[src/rtl/restoring_divider.sv]
// Iterative unsigned shift-and-subtract divider: one quotient bit per clock,
// start/busy/done handshake, results held until the next accepted start.
module restoring_divider #(
    parameter int unsigned WIDTH = 8
) (
    input  logic             i_clk,
    input  logic             i_rst_n,
    input  logic             i_start,
    input  logic [WIDTH-1:0] i_dividend,
    input  logic [WIDTH-1:0] i_divisor,
    output logic             o_busy,
    output logic             o_done,
    output logic [WIDTH-1:0] o_quotient,
    output logic [WIDTH-1:0] o_remainder,
    output logic             o_dbz
);

    localparam int unsigned CW = $clog2(WIDTH);

    typedef enum logic [1:0] {
        IDLE = 2'd0,
        CALC = 2'd1,
        DONE = 2'd2
    } state_t;

    state_t           state, state_nxt;
    logic [WIDTH-1:0] dvd, dvd_nxt;
    logic [WIDTH-1:0] dvs, dvs_nxt;
    logic [WIDTH-1:0] prem, prem_nxt;
    logic [CW-1:0]    cnt, cnt_nxt;
    logic [WIDTH-1:0] quo, quo_nxt;
    logic [WIDTH-1:0] rem, rem_nxt;
    logic             dbz, dbz_nxt;
    logic             busy, busy_nxt;
    logic             done, done_nxt;

    logic [WIDTH:0]   shifted;
    logic [WIDTH:0]   trial;
    logic             qbit;

    // Partial remainder is always below the divisor, so WIDTH bits hold it;
    // the extra bit only exists transiently in the shifted/trial values.
    always_comb begin
        state_nxt = state;
        dvd_nxt   = dvd;
        dvs_nxt   = dvs;
        prem_nxt  = prem;
        cnt_nxt   = cnt;
        quo_nxt   = quo;
        rem_nxt   = rem;
        dbz_nxt   = dbz;

        shifted = {prem, dvd[WIDTH-1]};
        trial   = shifted - {1'b0, dvs};
        qbit    = ~trial[WIDTH];

        case (state)
            IDLE: begin
                if (i_start) begin
                    if (i_divisor != '0) begin
                        dvd_nxt   = i_dividend;
                        dvs_nxt   = i_divisor;
                        prem_nxt  = '0;
                        cnt_nxt   = CW'(WIDTH - 1);
                        state_nxt = CALC;
                    end else begin
                        quo_nxt   = '1;
                        rem_nxt   = i_dividend;
                        dbz_nxt   = 1'b1;
                        state_nxt = DONE;
                    end
                end
            end
            CALC: begin
                prem_nxt = qbit ? trial[WIDTH-1:0] : shifted[WIDTH-1:0];
                dvd_nxt  = {dvd[WIDTH-2:0], qbit};
                if (cnt == '0) begin
                    quo_nxt   = dvd_nxt;
                    rem_nxt   = prem_nxt;
                    dbz_nxt   = 1'b0;
                    state_nxt = DONE;
                end else begin
                    cnt_nxt = cnt - CW'(1);
                end
            end
            DONE: begin
                state_nxt = IDLE;
            end
            default: begin
                state_nxt = IDLE;
            end
        endcase

        busy_nxt = (state_nxt != IDLE);
        done_nxt = (state_nxt == DONE);
    end

    always_ff @(posedge i_clk or negedge i_rst_n) begin
        if (!i_rst_n) begin
            state <= IDLE;
            dvd   <= '0;
            dvs   <= '0;
            prem  <= '0;
            cnt   <= '0;
            quo   <= '0;
            rem   <= '0;
            dbz   <= 1'b0;
            busy  <= 1'b0;
            done  <= 1'b0;
        end else begin
            state <= state_nxt;
            dvd   <= dvd_nxt;
            dvs   <= dvs_nxt;
            prem  <= prem_nxt;
            cnt   <= cnt_nxt;
            quo   <= quo_nxt;
            rem   <= rem_nxt;
            dbz   <= dbz_nxt;
            busy  <= busy_nxt;
            done  <= done_nxt;
        end
    end

    assign o_busy      = busy;
    assign o_done      = done;
    assign o_quotient  = quo;
    assign o_remainder = rem;
    assign o_dbz       = dbz;

endmodule

[config.mk]
export PLATFORM = sky130hd
export DESIGN_NAME = restoring_divider
export DESIGN_NICKNAME = d
export VERILOG_FILES = /design/src/rtl/restoring_divider.sv
export SDC_FILE = /design/constraint.sdc
export NUM_CORES = 1
export LEC_CHECK = 0
export BUFFER_PORTS_ARGS = -buffer_cell sky130_fd_sc_hd__buf_4
export CAP_MARGIN = 40
export CORE_MARGIN = 4
export CORE_UTILIZATION = 61
export DETAILED_ROUTE_END_ITERATION = 12
export PLACE_DENSITY = 0.85
export SLEW_MARGIN = 40
export SYNTH_ARGS = -nofsm -noshare
export SYNTH_HDL_FRONTEND = slang
export SYNTH_SLANG_ARGS = --single-unit
[constraint.sdc]
create_clock -name i_clk -period 6.5 [get_ports i_clk]
set_input_delay 0.325 -clock i_clk [delete_from_list [all_inputs] [get_ports i_clk]]
set_output_delay 0.325 -clock i_clk [all_outputs]
set_load 0.01 [all_outputs]
## After elaboration in Yosys (flattened, before gate mapping)

Index checks and enable logic that the tools add are counted.

- Register bits after elaboration: 48
- Input bits: 19
- Output and inout port bits: 19
- Logic and storage cells: 56

- Add/subtract/negate cells: 2
- Eq/ne operators: 7
- Multiplexer cells: 27
- Bitwise operators: 1
- Reductions and logical operators: 9

Operator list:

| kind | count |
|---|---|
| 2-to-1 mux 8 bit | 11 |
| one-hot mux 8 bit (2 select lines) | 4 |
| != test 2 bit (second input constant) | 5 |
| 2-to-1 mux 3 bit | 3 |
| subtractor 9 x 8 -> 9 bit | 1 |
| AND reduction 4 bit | 2 |
| nonzero test 8 bit | 1 |
| 2-to-1 mux 2 bit | 3 |
| one-hot mux 3 bit (2 select lines) | 1 |
| AND reduction 3 bit | 2 |
| one-hot mux 2 bit (2 select lines) | 1 |
| nonzero test 2 bit | 2 |
| logical NOT 3 bit | 1 |
| 2-to-1 mux 1 bit | 3 |
| subtractor 3 x 1 -> 3 bit (second input constant) | 1 |
| equality test 2 x 1 -> 1 bit (second input constant) | 1 |
| equality test 2 bit (second input constant) | 1 |
| logical NOT 2 bit | 1 |
| one-hot mux 1 bit (2 select lines) | 1 |
| NOT 1 bit | 1 |

## Longest topological paths before layout

- Depth after elaboration: 5
- Depth in mapped cells: 11
- Depth with buffers taken out: 10

## Worst setup path before layout

OpenSTA, ideal clock, no wires.

- Path kind: register to register
- From: register dvd[7]
- To: register rem[3], in the netlist o_remainder[3]
- Setup time: 0.126 ns
- Arrival: 2.438 ns
- Data required time: 6.374 ns
- Slack: 3.936 ns
- Stages on the path, launching flop included: 11
- Path buffers: 0
- Period minus slack after synthesis: 2.564 ns
- Path through: dfrtp_1 inv_1 ha_1 inv_1 fa_1 a211oi_2 nor3_1 mux2_4 or2_4 and3_4 o32a_1

- Word-level cells in the longest chain between the ends: 4

RTL lines:

| item | line | text |
|---|---|---|
| start: declaration | 27 | `logic [WIDTH-1:0] dvd, dvd_nxt;` |
| start signal: assignment | 112 | `dvd <= dvd_nxt;` |
| subtractor 9 x 8 -> 9 bit | 54 | `trial = shifted - {1'b0, dvs};` |
| 2-to-1 mux 8 bit | 75 | `prem_nxt = qbit ? trial[WIDTH-1:0] : shifted[WIDTH-1:0];` |
| 2-to-1 mux 8 bit | 77 | `if (cnt == '0) begin` |
| one-hot mux 8 bit (2 select lines) | 57 | `case (state)` |
| end signal: assignment | 117 | `rem <= rem_nxt;` |
| end: declaration | 32 | `logic [WIDTH-1:0] rem, rem_nxt;` |

No other way between the ends. The select of a mux whose other input is x is not followed.
A chain may end at the register's enable or synchronous reset.

## Worst setup path after layout

- From: register dvd[7]
- To: register rem[0], in the netlist o_remainder[0]

- Word-level cells in the longest chain between the ends: 4

RTL lines:

| item | line |
|---|---|
| subtractor 9 x 8 -> 9 bit | 54 |
| 2-to-1 mux 8 bit * | 75 |
| 2-to-1 mux 8 bit * | 77 |
| one-hot mux 8 bit (2 select lines) * | 57 |

Every way passes the cells marked *; elsewhere a longest branch is shown, timed or not. The select of a mux whose other input is x is not followed.

==> run metrics <==
core area 4000 um^2; crit-path cells inv_1 -> ha_1 -> inv_1 -> fa_1 -> a211oi_2 -> nor3_1 -> mux2_4 -> or2_4 -> or3_1 -> a41oi_2; area occupied by registers 1200 um^2; CP Max Fanout 14; Pwr Density 593 nW/um^2; syn_nets 305; dpl ws 3.71 ns; Hold Crit Class in -> async; top_reg_cell synth dfrtp_1; Post-Route WL 5.70 mm; max_cap viols 0; synth unique cells 48; Psw between 0.0007 and 0.0008 W; cell family with most CP delay simple AND/OR/NAND/NOR gates; clk sinks 48; CP arrival 3.04 ns; Nets 338; Critical path origin dvd[7]$_DFFE_PN0P_; top cells by area, synth dfrtp_1 (48%), nand2_1 (6.7%), nor2_1 (5.7%), ha_1 (5.0%), o21ai_0 (3.6%); final setup vio count 0; GR Util All Layers 0.239; CTS Hold Bufs 0; unrepaired setup endpoints after global routing false; sequential share of power 0.313; post-CTS setup buffers 0; vias in the first global route 2094; most common library cells after synthesis dfrtp_1 (48), nand2_1 (45), nor2_1 (38); clock slew at reported path FFs 0.09 ns; crit path time final 2.83 ns; antenna cells 0; normalized max-slew margin 0.506; die area ~5200 um^2; gp weighted congestion 0.812; antenna violations before repair 0; IR Drop Worst-Case VDD 0.000317 V; Syn Std Cell Area 2520 um^2; EDFF count, synth 0; Setup crit end kind flop; Period Utilization, post-route 0.435; Sum Neg Setup Slack 0 ns; syn_area_per_cell around 9 um^2; Critical Path Slowest Stage Cell fa_1; P_leak 1.35 nW; number of core rows 23; critical path startpoint category flop; Int Pwr between 0.0009 and 0.001 W; I/O pin cnt 38; Pre-antenna DRT Iters 4; top-count cell post-synth dfrtp_1; share of the synthesized area in the top cell type 0.476; antenna-violating nets left 0; Yosys reg bits 48; CTS Buf Count 5; fin. max-slew vios 0; Avg Vias per Cell 5.85; Logic pwr share 0.578; worst path buffer plus inverter count 2; CTS tree done; source of the worst register-to-register timing path dvd[7]$_DFFE_PN0P_; largest net degree at the start of global routing 49; initial DRC count 170; outcome completed; Clock Power Share 0.109; setup ws final between 3 and 4 ns; post-CTS resize count 0; DRC violations left 0; Tightest Pin Transition 0.737 ns; clk buf depth 2; detailed-route via count 2099; Starting Density 0.630; Fin. Hold Viols 0; area delta synth->final 15.7%; first-pass GRT wire length 9.68 mm; CP Class reg -> reg; Routed WL per cell 15.9 um; Die Y 72.3 um; Clock Skews 0.00985 ns; fmax 354 MHz; Ys Warns 0; filler cell count 308; Crit path required time 6.72 ns; HPWL after DPL 4.19 mm; CTS H-tree depth 2; clock latency at the later pin of the worst-skew pair 0.30 ns; slowest stage delay, CP 0.43 ns; Cells after Synth 275; clock root buffer clkbuf_8; register area share after synthesis 0.476; area of the multi-input gates 1210 um^2; share of cells above drive strength 1 0.197; cell mode on critical path inv_1; Async SR Flop Fraction 1.00; switching share of power 0.446; GRT Residual Overflow 0; Die W 72.3 um; cell taking the most area after synthesis dfrtp_1; Port Buffers 37
==> stage by stage <==
stage | instance area (um^2) | hold slack, ns | utilization | instances | power, W
floorplan | 2520 | 0.0294 | - | 275 | 0.00127
global placement | 2810 | 0.368 | 0.703 | 351 | 0.00149
detailed placement | 2820 | 0.374 | 0.705 | 351 | 0.00153
CTS | 2920 | 0.0390 | 0.729 | 359 | 0.00173
global route | 2920 | 0.0585 | 0.729 | 359 | 0.00188
finish | 2920 | 0.0117 | 0.729 | 359 | 0.00173
==> layout by cell type (no fill, tap or decap), types with 3 or more instances in the layout <==
cell and n:
ha_1 10, nor3_1 5, dfrtp_1 48, nand2b_1 3, inv_1 14, nand2_1 45, o21ai_0 18, a21oi_1 12
a31oi_1 14, nor2_1 37, clkbuf_8 6, nand3b_1 3, buf_4 39, nand3_1 5, xnor2_1 3, nor2b_1 6
==> state kept, by name, summed over array words and instances, names as in the netlist <==
name,cells
dvs,8
state,2
dvd,8
o_dbz,1
o_busy,1
prem,8
o_quotient,8
o_remainder,8
o_done,1
cnt,3
==> per-layer routing <==
metal,global-route usage,up-vias,wire [um]
li1,-,1013,-
met1,0.320,1012,2550
met2,0.380,60,2740
met3,0.0499,14,300
met4,0.0960,0,114
met5,0,-,0
==> final timing paths <==
path | endpoint | slack (ns) | cells after the start
setup reg to reg | o_remainder[0]$_DFFE_PN0P_ | 3.67 | 10
max in group asynchronous | dvs[6]$_DFFE_PN0P_ | 6.09 | 1
setup / recovery | o_remainder[0]$_DFFE_PN0P_ | 3.67 | 10
hold / removal | o_quotient[5]$_DFFE_PN0P_ | 0.01 | 1
hold reg to reg | cnt[0]$_DFFE_PN0P_ | 0.49 | 1
min in group i_clk | dvs[3]$_DFFE_PN0P_ | 0.23 | 3
==> power groups by stage <==
| stage | Combinational, W | Sequential, W | Clock (W) |
|---|---|---|---|
| floorplan | 0.000732 | 0.000535 | 0 |
| global placement | 0.000950 | 0.000538 | 0 |
| detailed placement | 0.000988 | 0.000545 | 0 |
| CTS | 0.000996 | 0.000539 | 0.000194 |
| global route | 0.00112 | 0.000560 | 0.000204 |
| finish | 0.00100 | 0.000541 | 0.000188 |
==> final cells by class <==
type / count / share of cell area
clock buffer: 6 / 0.0283
timing repair buffer: 39 / 0.100
tap: 50 / 0.0214
inverter: 14 / 0.0180
sequential: 48 / 0.412
clock inverter: 2 / 0.00472
multi-input combinational: 200 / 0.416
==> worst reg2reg max path: stages (launching register included) <==
cell and delay, ns:
dfrtp_1 0.39, inv_1 0.08, ha_1 0.17, inv_1 0.06
fa_1 0.43, a211oi_2 0.28, nor3_1 0.11, mux2_4 0.33
or2_4 0.32, or3_1 0.36, a41oi_2 0.19
==> cell families after synthesis <==
family | synth area share
compound gates | 0.170
xor+xnor | 0.0139
fa+ha+maj | 0.0576
buf+inv | 0.0471
flops | 0.476
mux | 0.0104
simple gates | 0.224
(Power assumes the default switching activity.)
